==> config.mk <==
export PLATFORM = sky130hd
export DESIGN_NAME = alu_share_arbiter
export DESIGN_NICKNAME = d
export VERILOG_FILES = /design/src/rtl/alu_share_arbiter.sv
export SDC_FILE = /design/constraint.sdc
export NUM_CORES = 1
export LEC_CHECK = 0
export BUFFER_PORTS_ARGS = -buffer_cell sky130_fd_sc_hd__buf_2
export CAP_MARGIN = 20
export CORE_MARGIN = 2
export CORE_UTILIZATION = 47
export DETAILED_ROUTE_END_ITERATION = 8
export PLACE_DENSITY = 0.78
export SKIP_CTS_REPAIR_TIMING = 1
export SYNTH_ARGS = -nofsm -noshare
export SYNTH_HDL_FRONTEND = slang
export SYNTH_SLANG_ARGS = --single-unit
==> constraint.sdc <==
create_clock -name clk -period 3.9 [get_ports clk]
set_input_delay 0.39 -clock clk [delete_from_list [all_inputs] [get_ports clk]]
set_output_delay 0.39 -clock clk [all_outputs]
set_load 0.02 [all_outputs]
==> src/rtl/alu_share_arbiter.sv <==
// alu_share_arbiter
// Round-robin front end for one shared 32-bit execute unit (ADD/SUB/AND/OR).
// A single operation is in flight at a time. A requester is granted in IDLE,
// its operands are captured, the result is computed in EXEC and registered,
// and the result is held in RESP until the consumer takes it.
//
// state   | meaning
// --------+-----------------------------------------------------------
// IDLE    | arbitrate among valid requesters, grant one and capture it
// EXEC    | compute from the captured operands, register result and id
// RESP    | present rsp_valid and hold result until rsp_ready
module alu_share_arbiter #(
  parameter int NUM_REQ = 4,
  parameter int IDX_W   = 2,
  parameter int CNT_W   = 16
) (
  input  logic                   clk,
  input  logic                   rst_n,
  input  logic [NUM_REQ-1:0]     req_valid,
  output logic [NUM_REQ-1:0]     req_ready,
  input  logic [32*NUM_REQ-1:0]  req_a,
  input  logic [32*NUM_REQ-1:0]  req_b,
  input  logic [2*NUM_REQ-1:0]   req_op,
  output logic                   rsp_valid,
  input  logic                   rsp_ready,
  output logic [IDX_W-1:0]       rsp_id,
  output logic [31:0]            rsp_result,
  output logic                   busy,
  output logic [CNT_W-1:0]       op_count
);

  typedef enum logic [1:0] {
    ST_IDLE = 2'd0,
    ST_EXEC = 2'd1,
    ST_RESP = 2'd2
  } state_t;

  localparam logic [1:0] OP_ADD = 2'b00;
  localparam logic [1:0] OP_SUB = 2'b01;
  localparam logic [1:0] OP_AND = 2'b10;
  localparam logic [1:0] OP_OR  = 2'b11;

  state_t             r_state;
  state_t             w_state_nxt;

  logic [IDX_W-1:0]   r_rr_ptr;
  logic [31:0]        r_a;
  logic [31:0]        r_b;
  logic [1:0]         r_op;
  logic [IDX_W-1:0]   r_id;
  logic [31:0]        r_rsp_result;
  logic [IDX_W-1:0]   r_rsp_id;
  logic [CNT_W-1:0]   r_op_count;

  logic               w_found;
  logic [IDX_W-1:0]   w_win;
  logic [IDX_W-1:0]   w_cand;
  logic [IDX_W-1:0]   w_rr_nxt;
  logic               w_accept;
  logic               w_rsp_fire;
  logic [NUM_REQ-1:0] w_req_ready;
  logic [31:0]        w_sel_a;
  logic [31:0]        w_sel_b;
  logic [1:0]         w_sel_op;
  logic [31:0]        w_alu_res;

  // Round-robin search starting at rr_ptr; first valid requester wins.
  always_comb begin
    w_found = 1'b0;
    w_win   = '0;
    w_cand  = '0;
    for (int k = 0; k < NUM_REQ; k++) begin
      w_cand = IDX_W'((int'(r_rr_ptr) + k) % NUM_REQ);
      if (!w_found && req_valid[w_cand]) begin
        w_found = 1'b1;
        w_win   = w_cand;
      end
    end
  end

  // Operand mux for the current winner and pointer advance past it.
  always_comb begin
    w_sel_a  = req_a[32*int'(w_win) +: 32];
    w_sel_b  = req_b[32*int'(w_win) +: 32];
    w_sel_op = req_op[2*int'(w_win) +: 2];
    if (int'(w_win) == NUM_REQ - 1) begin
      w_rr_nxt = '0;
    end else begin
      w_rr_nxt = w_win + IDX_W'(1);
    end
  end

  // Shared execute datapath working only from captured values.
  always_comb begin
    w_alu_res = '0;
    case (r_op)
      OP_ADD:  w_alu_res = r_a + r_b;
      OP_SUB:  w_alu_res = r_a - r_b;
      OP_AND:  w_alu_res = r_a & r_b;
      OP_OR:   w_alu_res = r_a | r_b;
      default: w_alu_res = '0;
    endcase
  end

  // Next-state and grant decode.
  always_comb begin
    w_state_nxt = r_state;
    w_req_ready = '0;
    w_accept    = 1'b0;
    w_rsp_fire  = 1'b0;
    case (r_state)
      ST_IDLE: begin
        if (w_found) begin
          w_req_ready[w_win] = 1'b1;
          w_accept           = 1'b1;
          w_state_nxt        = ST_EXEC;
        end
      end
      ST_EXEC: begin
        w_state_nxt = ST_RESP;
      end
      ST_RESP: begin
        if (rsp_ready) begin
          w_rsp_fire  = 1'b1;
          w_state_nxt = ST_IDLE;
        end
      end
      default: begin
        w_state_nxt = ST_IDLE;
      end
    endcase
  end

  // State register.
  always_ff @(posedge clk or negedge rst_n) begin
    if (!rst_n) begin
      r_state <= ST_IDLE;
    end else begin
      r_state <= w_state_nxt;
    end
  end

  // Capture the granted request and advance the round-robin pointer.
  always_ff @(posedge clk or negedge rst_n) begin
    if (!rst_n) begin
      r_a      <= '0;
      r_b      <= '0;
      r_op     <= '0;
      r_id     <= '0;
      r_rr_ptr <= '0;
    end else if (w_accept) begin
      r_a      <= w_sel_a;
      r_b      <= w_sel_b;
      r_op     <= w_sel_op;
      r_id     <= w_win;
      r_rr_ptr <= w_rr_nxt;
    end
  end

  // Register result and owner at the end of EXEC; held through RESP.
  always_ff @(posedge clk or negedge rst_n) begin
    if (!rst_n) begin
      r_rsp_result <= '0;
      r_rsp_id     <= '0;
    end else if (r_state == ST_EXEC) begin
      r_rsp_result <= w_alu_res;
      r_rsp_id     <= r_id;
    end
  end

  // Saturating count of completed response handshakes.
  always_ff @(posedge clk or negedge rst_n) begin
    if (!rst_n) begin
      r_op_count <= '0;
    end else if (w_rsp_fire && (r_op_count != {CNT_W{1'b1}})) begin
      r_op_count <= r_op_count + CNT_W'(1);
    end
  end

  assign req_ready  = w_req_ready;
  assign rsp_valid  = (r_state == ST_RESP);
  assign rsp_id     = r_rsp_id;
  assign rsp_result = r_rsp_result;
  assign busy       = (r_state != ST_IDLE);
  assign op_count   = r_op_count;

endmodule
==> impl_metrics.prom, run 1 <==
# TYPE chip_impl_metric gauge
chip_impl_info{name="run_status",value="completed"} 1
chip_impl_metric{name="critical_path_arrival",unit="ns"} 4.04
chip_impl_metric{name="clock.fmax",unit="GHz"} 0.265
chip_impl_metric{name="gp_congestion",unit=""} 0.951
chip_impl_info{name="criticalPathCategory",value="reg2reg"} 1
chip_impl_metric{name="die_x",unit="um"} 148
chip_impl_metric{name="rr_worst_depth",unit=""} 16
chip_impl_metric{name="design.core.area",unit="um^2"} 20200
chip_impl_metric{name="layout.cells.non_filler",unit=""} 1963
chip_impl_metric{name="p_int",unit="mW"} 6.96
chip_impl_metric{name="dr.pass1.iters",unit=""} 5
chip_impl_info{name="tritoncts",value="done"} 1
chip_impl_metric{name="ys_ff_latch",unit=""} 122
chip_impl_info{name="rr_endpoint",value="rsp_result[18]"} 1
chip_impl_metric{name="design.final.nets",unit=""} 1986
chip_impl_metric{name="syn_to_final_growth",unit="%"} 29.1
chip_impl_metric{name="placement_rows",unit=""} 52
chip_impl_metric{name="clock_skew",unit="ns"} 0.0120
chip_impl_metric{name="timing.final.crit_period",unit="ns"} 3.77
chip_impl_metric{name="power_density",unit="nW/um^2"} 1120
chip_impl_metric{name="leakagePower",unit="nW"} 6.27
chip_impl_info{name="worstSetupStartpointType",value="flop"} 1
chip_impl_metric{name="final.setup.tns",unit="ns"} 0
chip_impl_metric{name="power_switching_share",unit="%"} 50.3
chip_impl_metric{name="final_hpwl_from_detailed_placement",unit="um"} 24300
chip_impl_metric{name="design_power_total",unit="mW"} 14.0
chip_impl_metric{name="pre_cts_slack",unit="ns"} -0.00977
chip_impl_metric{name="irDropWorstVdd",unit="uV"} 475
chip_impl_metric{name="worst-r2r-setup-slack",unit="ns"} 0.13
chip_impl_metric{name="die_h",unit="um"} 148
chip_impl_metric{name="insertion_delay",unit="ns"} 0.43
chip_impl_info{name="layout.cells.most_common",value="nand2_1"} 1
chip_impl_info{name="rsz0062_at_grt",value="true"} 1
chip_impl_metric{name="grt_pass1_wl",unit="um"} 49500
chip_impl_metric{name="placement.cell_area",unit="um^2"} 11600
chip_impl_metric{name="max_cap_viol_count",unit=""} 0
chip_impl_metric{name="finish.utilization",unit="%"} 61.9
chip_impl_metric{name="crit_path_max_fanout",unit=""} 5
chip_impl_metric{name="route.antenna.remaining_nets",unit=""} 0
chip_impl_metric{name="drt_iter0_drc",unit=""} 586
chip_impl_metric{name="antenna_violations_before_repair",unit=""} 6
chip_impl_metric{name="edff_count_synth",unit=""} 0
chip_impl_metric{name="routed_wire_length_per_instance",unit="um"} 16.0
chip_impl_metric{name="post_route_cells_drive_above_1_share",unit="%"} 27.4
chip_impl_metric{name="port_buffers",unit=""} 326
chip_impl_metric{name="floorplan.die_area",unit="um^2"} 21800
chip_impl_metric{name="avgViaCountPerCell",unit=""} 5.35
chip_impl_metric{name="cts_inserted_buffers",unit=""} 17
chip_impl_metric{name="power_frac_clock",unit="%"} 11.7
chip_impl_metric{name="grt_max_degree",unit=""} 135
chip_impl_metric{name="share_of_async_settable_or_async_resettable_flops_after_synthesis",unit="%"} 100
chip_impl_metric{name="cts_max_level",unit=""} 4
chip_impl_metric{name="finalSetupViolations",unit=""} 0
chip_impl_metric{name="post_synth_inst_count",unit=""} 1374
chip_impl_metric{name="synth_cell_type_count",unit=""} 65
chip_impl_metric{name="drt_wl_total",unit="um"} 31400
chip_impl_metric{name="post_synth.cell_area_avg",unit="um^2"} 7.06
chip_impl_metric{name="final.hold.worst_slack",unit="ns"} 0.0380
chip_impl_metric{name="timing_worst_slew_pin_value",unit="ns"} 0.910
chip_impl_metric{name="final_design_area_no_fill",unit="um^2"} 12500
chip_impl_metric{name="dpl.cell_count",unit=""} 1918
chip_impl_metric{name="final_max_slew_viol_count",unit=""} 0
chip_impl_metric{name="fin_crit_sh",unit="%"} 96.7
chip_impl_metric{name="grt_usage",unit="%"} 28.5
chip_impl_info{name="holdCritPathClass",value="in2async"} 1
chip_impl_metric{name="clkTransAtPathRegs",unit="ns"} 0.06
chip_impl_metric{name="ys_warn_count",unit=""} 0
chip_impl_metric{name="seq_area_frac_synth",unit="%"} 31.5
chip_impl_info{name="critPathCaptureType",value="flop"} 1
chip_impl_metric{name="via_count",unit=""} 10500
chip_impl_info{name="cts.root.buffer_cell",value="clkbuf_16"} 1
chip_impl_metric{name="report.final.hold_viol_count",unit=""} 0
chip_impl_metric{name="top_level_ports",unit=""} 327
chip_impl_info{name="most-common-layout-cells",value="nand2_1, buf_2, o21ai_0"} 1
chip_impl_info{name="synth_flop_cell",value="dfrtp_1"} 1
chip_impl_metric{name="grt_overflow",unit=""} 0
chip_impl_metric{name="synthesis.nets",unit=""} 1685
chip_impl_metric{name="initial_utilization",unit="%"} 48.0
chip_impl_info{name="worstReg2RegStart",value="r_b[3]"} 1
chip_impl_metric{name="clock_tree.buffer_depth",unit=""} 2
chip_impl_metric{name="seq_power_share",unit="%"} 17.9
chip_impl_metric{name="switching_power_summed_over_all_nets",unit="mW"} 7.04
chip_impl_metric{name="synth_area",unit="um^2"} 9700
chip_impl_metric{name="worst_slack",unit="ns"} 0.128
chip_impl_metric{name="power.combinational.fraction",unit="%"} 70.3
chip_impl_metric{name="critical_path_required",unit="ns"} 4.17
chip_impl_metric{name="max-slew-margin-rel",unit="%"} 39.4
chip_impl_metric{name="clkSinkCount",unit=""} 122
chip_impl_metric{name="drc_errors",unit=""} 0
chip_impl_metric{name="first_global_vias",unit=""} 9745
==> Yosys cell counts, drive strengths merged (6+ instances only) <==
cell / n / share of area [%]
xor2: 23 / 2.1
a22oi: 6 / 0.46
and2: 7 / 0.48
a21o: 14 / 1.1
nand2b: 6 / 0.39
inv: 20 / 0.77
maj3: 25 / 2.6
nand3: 78 / 4.0
nand2: 465 / 18
a21oi: 62 / 3.2
a211oi: 9 / 0.80
nor3: 14 / 0.95
dfrtp: 122 / 31
mux2i: 6 / 0.62
o21a: 9 / 0.70
ha: 39 / 5.0
and3: 7 / 0.52
o211ai: 8 / 0.62
xnor2: 49 / 4.4
o31ai: 8 / 0.76
buf: 14 / 0.79
o21ai: 199 / 10
a31oi: 9 / 0.58
clkbuf: 75 / 3.0
nand4: 9 / 0.58
nor2: 51 / 2.0
==> cell type report <==
type | instances | area [um^2]
fillers | 1894 | 7700
diodes | 5 | 12.5
clock buffers | 23 | 478
flip-flops and latches | 122 | 3050
inverters | 21 | 81.3
well taps | 270 | 338
repair buffers | 373 | 2040
clock inverters | 9 | 138
multi-input cells | 1140 | 6390
==> power groups by stage <==
stage	Combinational (mW)	Sequential (mW)	Clock, mW
after floorplan	6.37	2.54	0
after global placement	8.98	2.48	0
after detailed placement	9.04	2.51	0
after CTS	9.09	2.49	1.66
after global routing	10.9	2.59	1.71
final	9.85	2.51	1.64
==> kinds of logic (layout without fill, tap and decap cells) <==
family	Yosys count	in the layout	share of synthesized area (%)
other cells	0	5	0
buf+inv	112	426	5.07
fa+ha+maj	65	65	7.81
flops	122	122	31.5
mux	6	6	0.619
simple gates	653	653	28.2
compound gates	344	344	20.4
xor+xnor	72	72	6.50
==> layer usage <==
metal | track usage, % | vias up | share of wire [%]
li1 | - | 5288 | -
met1 | 41.7 | 4812 | 47
met2 | 42.8 | 352 | 45
met3 | 3.80 | 43 | 6.0
met4 | 11.0 | 2 | 2.7
met5 | 0 | - | 0.041
==> critical path, cell delays in order (launching register included) <==
cell,delay (ns)
dfrtp_1,0.38
or4_4,0.56
nor3_4,0.23
and3_4,0.27
a21oi_2,0.07
xnor2_1,0.20
ha_2,0.33
and3_4,0.17
and3_4,0.16
a211oi_4,0.28
a21oi_1,0.16
a31oi_2,0.24
buf_4,0.14
xor2_1,0.15
nor2_1,0.05
a21oi_1,0.12
o21ai_0,0.09
==> how the worst max path moves through the flow <==
stage | startpoint | to | slack [ns] | depth (start not counted)
3_5_place_dp | r_b[5] | rsp_result[30] | -0.01 | 15
2_1_floorplan | r_b[2] | rsp_result[28] | 0.23 | 18
6_report | r_b[3] | rsp_result[18] | 0.13 | 16
5_1_grt | r_b[3] | rsp_result[18] | -0.11 | 16
4_1_cts | r_b[5] | rsp_result[26] | -0.04 | 15
3_3_place_gp | r_b[5] | rsp_result[30] | 0.07 | 15
==> state kept, by name, summed over array words and instances (netlist names) <==
name	count
op_count	16
r_id	2
r_op	2
r_state	2
r_b	32
rsp_id	2
rsp_result	32
r_rr_ptr	2
r_a	32
No activity file was read; power rests on OpenSTA's default activity.
==> inputs of run 2 (changes only) <==
--- a/config.mk
+++ b/config.mk
@@ -6,11 +6,10 @@
 export NUM_CORES = 1
 export LEC_CHECK = 0
 export BUFFER_PORTS_ARGS = -buffer_cell sky130_fd_sc_hd__buf_2
-export CAP_MARGIN = 20
-export CORE_MARGIN = 2
+export CAP_MARGIN = 5
 export CORE_UTILIZATION = 47
 export DETAILED_ROUTE_END_ITERATION = 8
-export PLACE_DENSITY = 0.78
+export PLACE_DENSITY = 0.77
 export SKIP_CTS_REPAIR_TIMING = 1
 export SYNTH_ARGS = -nofsm -noshare
 export SYNTH_HDL_FRONTEND = slang
==> run 2 against run 1 <==
The run now ends with negative hold slack left. Critical path depth did not move. Sequential share of layout area rose by 0.30 points. Highest routed layer is now met4. Worst hold slack got worse by 0.040 ns. Core utilization fell by 0.75 points. Register-to-register slack got worse by 0.02 ns. Non-clock buffer count fell by 4. Die area fell by 2.7%. Final area fell by 1.2%. Flip-flop and latch count did not move. Via count barely moved.
==> impl_metrics.prom, run 2 (synthesis gave the netlist of run 1 again) <==
# TYPE chip_impl_metric gauge
chip_impl_info{name="run_status",value="complete, but fails checks"} 1
chip_impl_info{name="failed_checks",value="negative hold slack"} 1
chip_impl_info{name="critPathCaptureType",value="flop"} 1
chip_impl_metric{name="drt_wl_total",unit="um"} 31100
chip_impl_metric{name="avgViaCountPerCell",unit=""} 5.36
chip_impl_metric{name="worst-r2r-setup-slack",unit="ns"} 0.11
chip_impl_metric{name="antenna_violations_before_repair",unit=""} 2
chip_impl_metric{name="cts_inserted_buffers",unit=""} 17
chip_impl_metric{name="irDropWorstVdd",unit="uV"} 445
chip_impl_metric{name="syn_to_final_growth",unit="%"} 27.6
chip_impl_metric{name="final_design_area_no_fill",unit="um^2"} 12400
chip_impl_metric{name="fin_crit_sh",unit="%"} 97.1
chip_impl_info{name="most-common-layout-cells",value="nand2_1, buf_2, o21ai_0"} 1
chip_impl_metric{name="dr.pass1.iters",unit=""} 5
chip_impl_metric{name="gp_congestion",unit=""} 0.973
chip_impl_info{name="tritoncts",value="done"} 1
chip_impl_metric{name="design.core.area",unit="um^2"} 20200
chip_impl_metric{name="critical_path_required",unit="ns"} 4.26
chip_impl_metric{name="grt_overflow",unit=""} 0
chip_impl_metric{name="first_global_vias",unit=""} 9590
chip_impl_metric{name="floorplan.die_area",unit="um^2"} 21200
chip_impl_info{name="worstReg2RegStart",value="r_b[4]"} 1
chip_impl_metric{name="grt_pass1_wl",unit="um"} 49500
chip_impl_info{name="holdCritPathClass",value="in2async"} 1
chip_impl_metric{name="die_h",unit="um"} 146
chip_impl_metric{name="final.hold.worst_slack",unit="ns"} -0.00172
chip_impl_metric{name="design.final.nets",unit=""} 1982
chip_impl_metric{name="placement_rows",unit=""} 52
chip_impl_metric{name="crit_path_max_fanout",unit=""} 4
chip_impl_metric{name="report.final.hold_viol_count",unit=""} 1
chip_impl_metric{name="die_x",unit="um"} 146
chip_impl_metric{name="post_route_cells_drive_above_1_share",unit="%"} 26.9
chip_impl_info{name="layout.cells.most_common",value="nand2_1"} 1
chip_impl_metric{name="top_level_ports",unit=""} 327
chip_impl_metric{name="power_density",unit="nW/um^2"} 1100
chip_impl_metric{name="leakagePower",unit="nW"} 6.22
chip_impl_metric{name="routed_wire_length_per_instance",unit="um"} 15.9
chip_impl_metric{name="via_count",unit=""} 10500
chip_impl_metric{name="port_buffers",unit=""} 326
chip_impl_metric{name="max_cap_viol_count",unit=""} 0
chip_impl_metric{name="route.antenna.remaining_nets",unit=""} 0
chip_impl_metric{name="clock.fmax",unit="GHz"} 0.264
chip_impl_info{name="cts.root.buffer_cell",value="clkbuf_16"} 1
chip_impl_metric{name="clock_skew",unit="ns"} 0.0154
chip_impl_info{name="rsz0062_at_grt",value="true"} 1
chip_impl_metric{name="design_power_total",unit="mW"} 13.6
chip_impl_metric{name="insertion_delay",unit="ns"} 0.43
chip_impl_metric{name="grt_usage",unit="%"} 29.3
chip_impl_metric{name="rr_worst_depth",unit=""} 16
chip_impl_metric{name="cts_max_level",unit=""} 4
chip_impl_metric{name="clock_tree.buffer_depth",unit=""} 2
chip_impl_metric{name="final_hpwl_from_detailed_placement",unit="um"} 24100
chip_impl_metric{name="clkSinkCount",unit=""} 122
chip_impl_metric{name="timing_worst_slew_pin_value",unit="ns"} 0.976
chip_impl_metric{name="grt_max_degree",unit=""} 135
chip_impl_metric{name="drt_iter0_drc",unit=""} 866
chip_impl_metric{name="critical_path_arrival",unit="ns"} 4.14
chip_impl_metric{name="max-slew-margin-rel",unit="%"} 34.9
chip_impl_info{name="criticalPathCategory",value="reg2reg"} 1
chip_impl_metric{name="final_max_slew_viol_count",unit=""} 0
chip_impl_info{name="rr_endpoint",value="rsp_result[30]"} 1
chip_impl_metric{name="drc_errors",unit=""} 0
chip_impl_info{name="worstSetupStartpointType",value="flop"} 1
chip_impl_metric{name="placement.cell_area",unit="um^2"} 11600
chip_impl_metric{name="clkTransAtPathRegs",unit="ns"} 0.06
chip_impl_metric{name="timing.final.crit_period",unit="ns"} 3.79
chip_impl_metric{name="finalSetupViolations",unit=""} 0
chip_impl_metric{name="initial_utilization",unit="%"} 48.0
## run 2: cell count changes in the layout (fill, tap and decap cells not counted), sizes merged
cell	change
clkinvlp	-3
inv	+2
buf	-4
clkbuf	-2
clkinv	+6
diode	-2
bufinv	-3
## run 2: worst max path at each step
stage	slack [ns]	start	end	depth (start not counted)
6_report	0.11	r_b[4]	rsp_result[30]	16
5_1_grt	-0.12	r_b[4]	rsp_result[30]	17
4_1_cts	0.06	r_b[5]	rsp_result[30]	16
3_5_place_dp	0.09	r_b[5]	rsp_result[23]	15
3_3_place_gp	0.12	r_b[5]	rsp_result[23]	15
2_1_floorplan	0.23	r_b[2]	rsp_result[28]	18
## run 2: routing by layer
| layer | wire (um) | vias up | GRT usage [%] |
|---|---|---|---|
| met5 | 0 | - | 0 |
| met4 | 586 | 0 | 8.63 |
| met3 | 1980 | 41 | 4.48 |
| met2 | 14000 | 384 | 45.3 |
| met1 | 14500 | 4796 | 42.1 |
| li1 | - | 5266 | - |
## run 2: cell type report
cell class	instances	area, um^2
multi-input combinational	1140	6350
fill	1922	7860
antenna	3	7.51
sequential	122	3050
inverter	21	81.3
clock buffer	21	460
clock inverter	11	87.6
timing repair buffer	369	1990
tap	270	338
## run 2: critical path, cell delays in order, from the launching register on
cell and delay, ns:
dfrtp_1 0.37, or4_4 0.57, nor3_4 0.24, and3_4 0.22
a21oi_1 0.09, xnor2_1 0.20, ha_1 0.27, and3_4 0.20
and3_4 0.16, a211oi_4 0.26, buf_4 0.16, a21o_1 0.15
nor4_2 0.07, o31ai_2 0.27, mux2i_1 0.21, o221ai_1 0.12
nor2_1 0.14
## run 2: per-stage QoR
step	hold WS, ns	setup slack, ns	setup TNS (ns)	instances	utilization [%]
after detailed placement	0.463	0.0938	0	1920	57.5
after floorplan	0.0944	0.233	0	1374	-
after CTS	0.0193	0.0636	0	1952	60.2
after global placement	0.458	0.116	0	1920	57.5
final	-0.00172	0.111	0	1957	61.2
after global routing	0.0493	-0.119	-0.236	1956	61.2
## run 2: power by group
group          switching, mW  internal, mW  leakage (nW)
clock                  0.615         0.853         0.268
sequential             0.638          1.86          1.52
combinational           5.77          3.90          4.43
total                   7.03          6.62          6.22
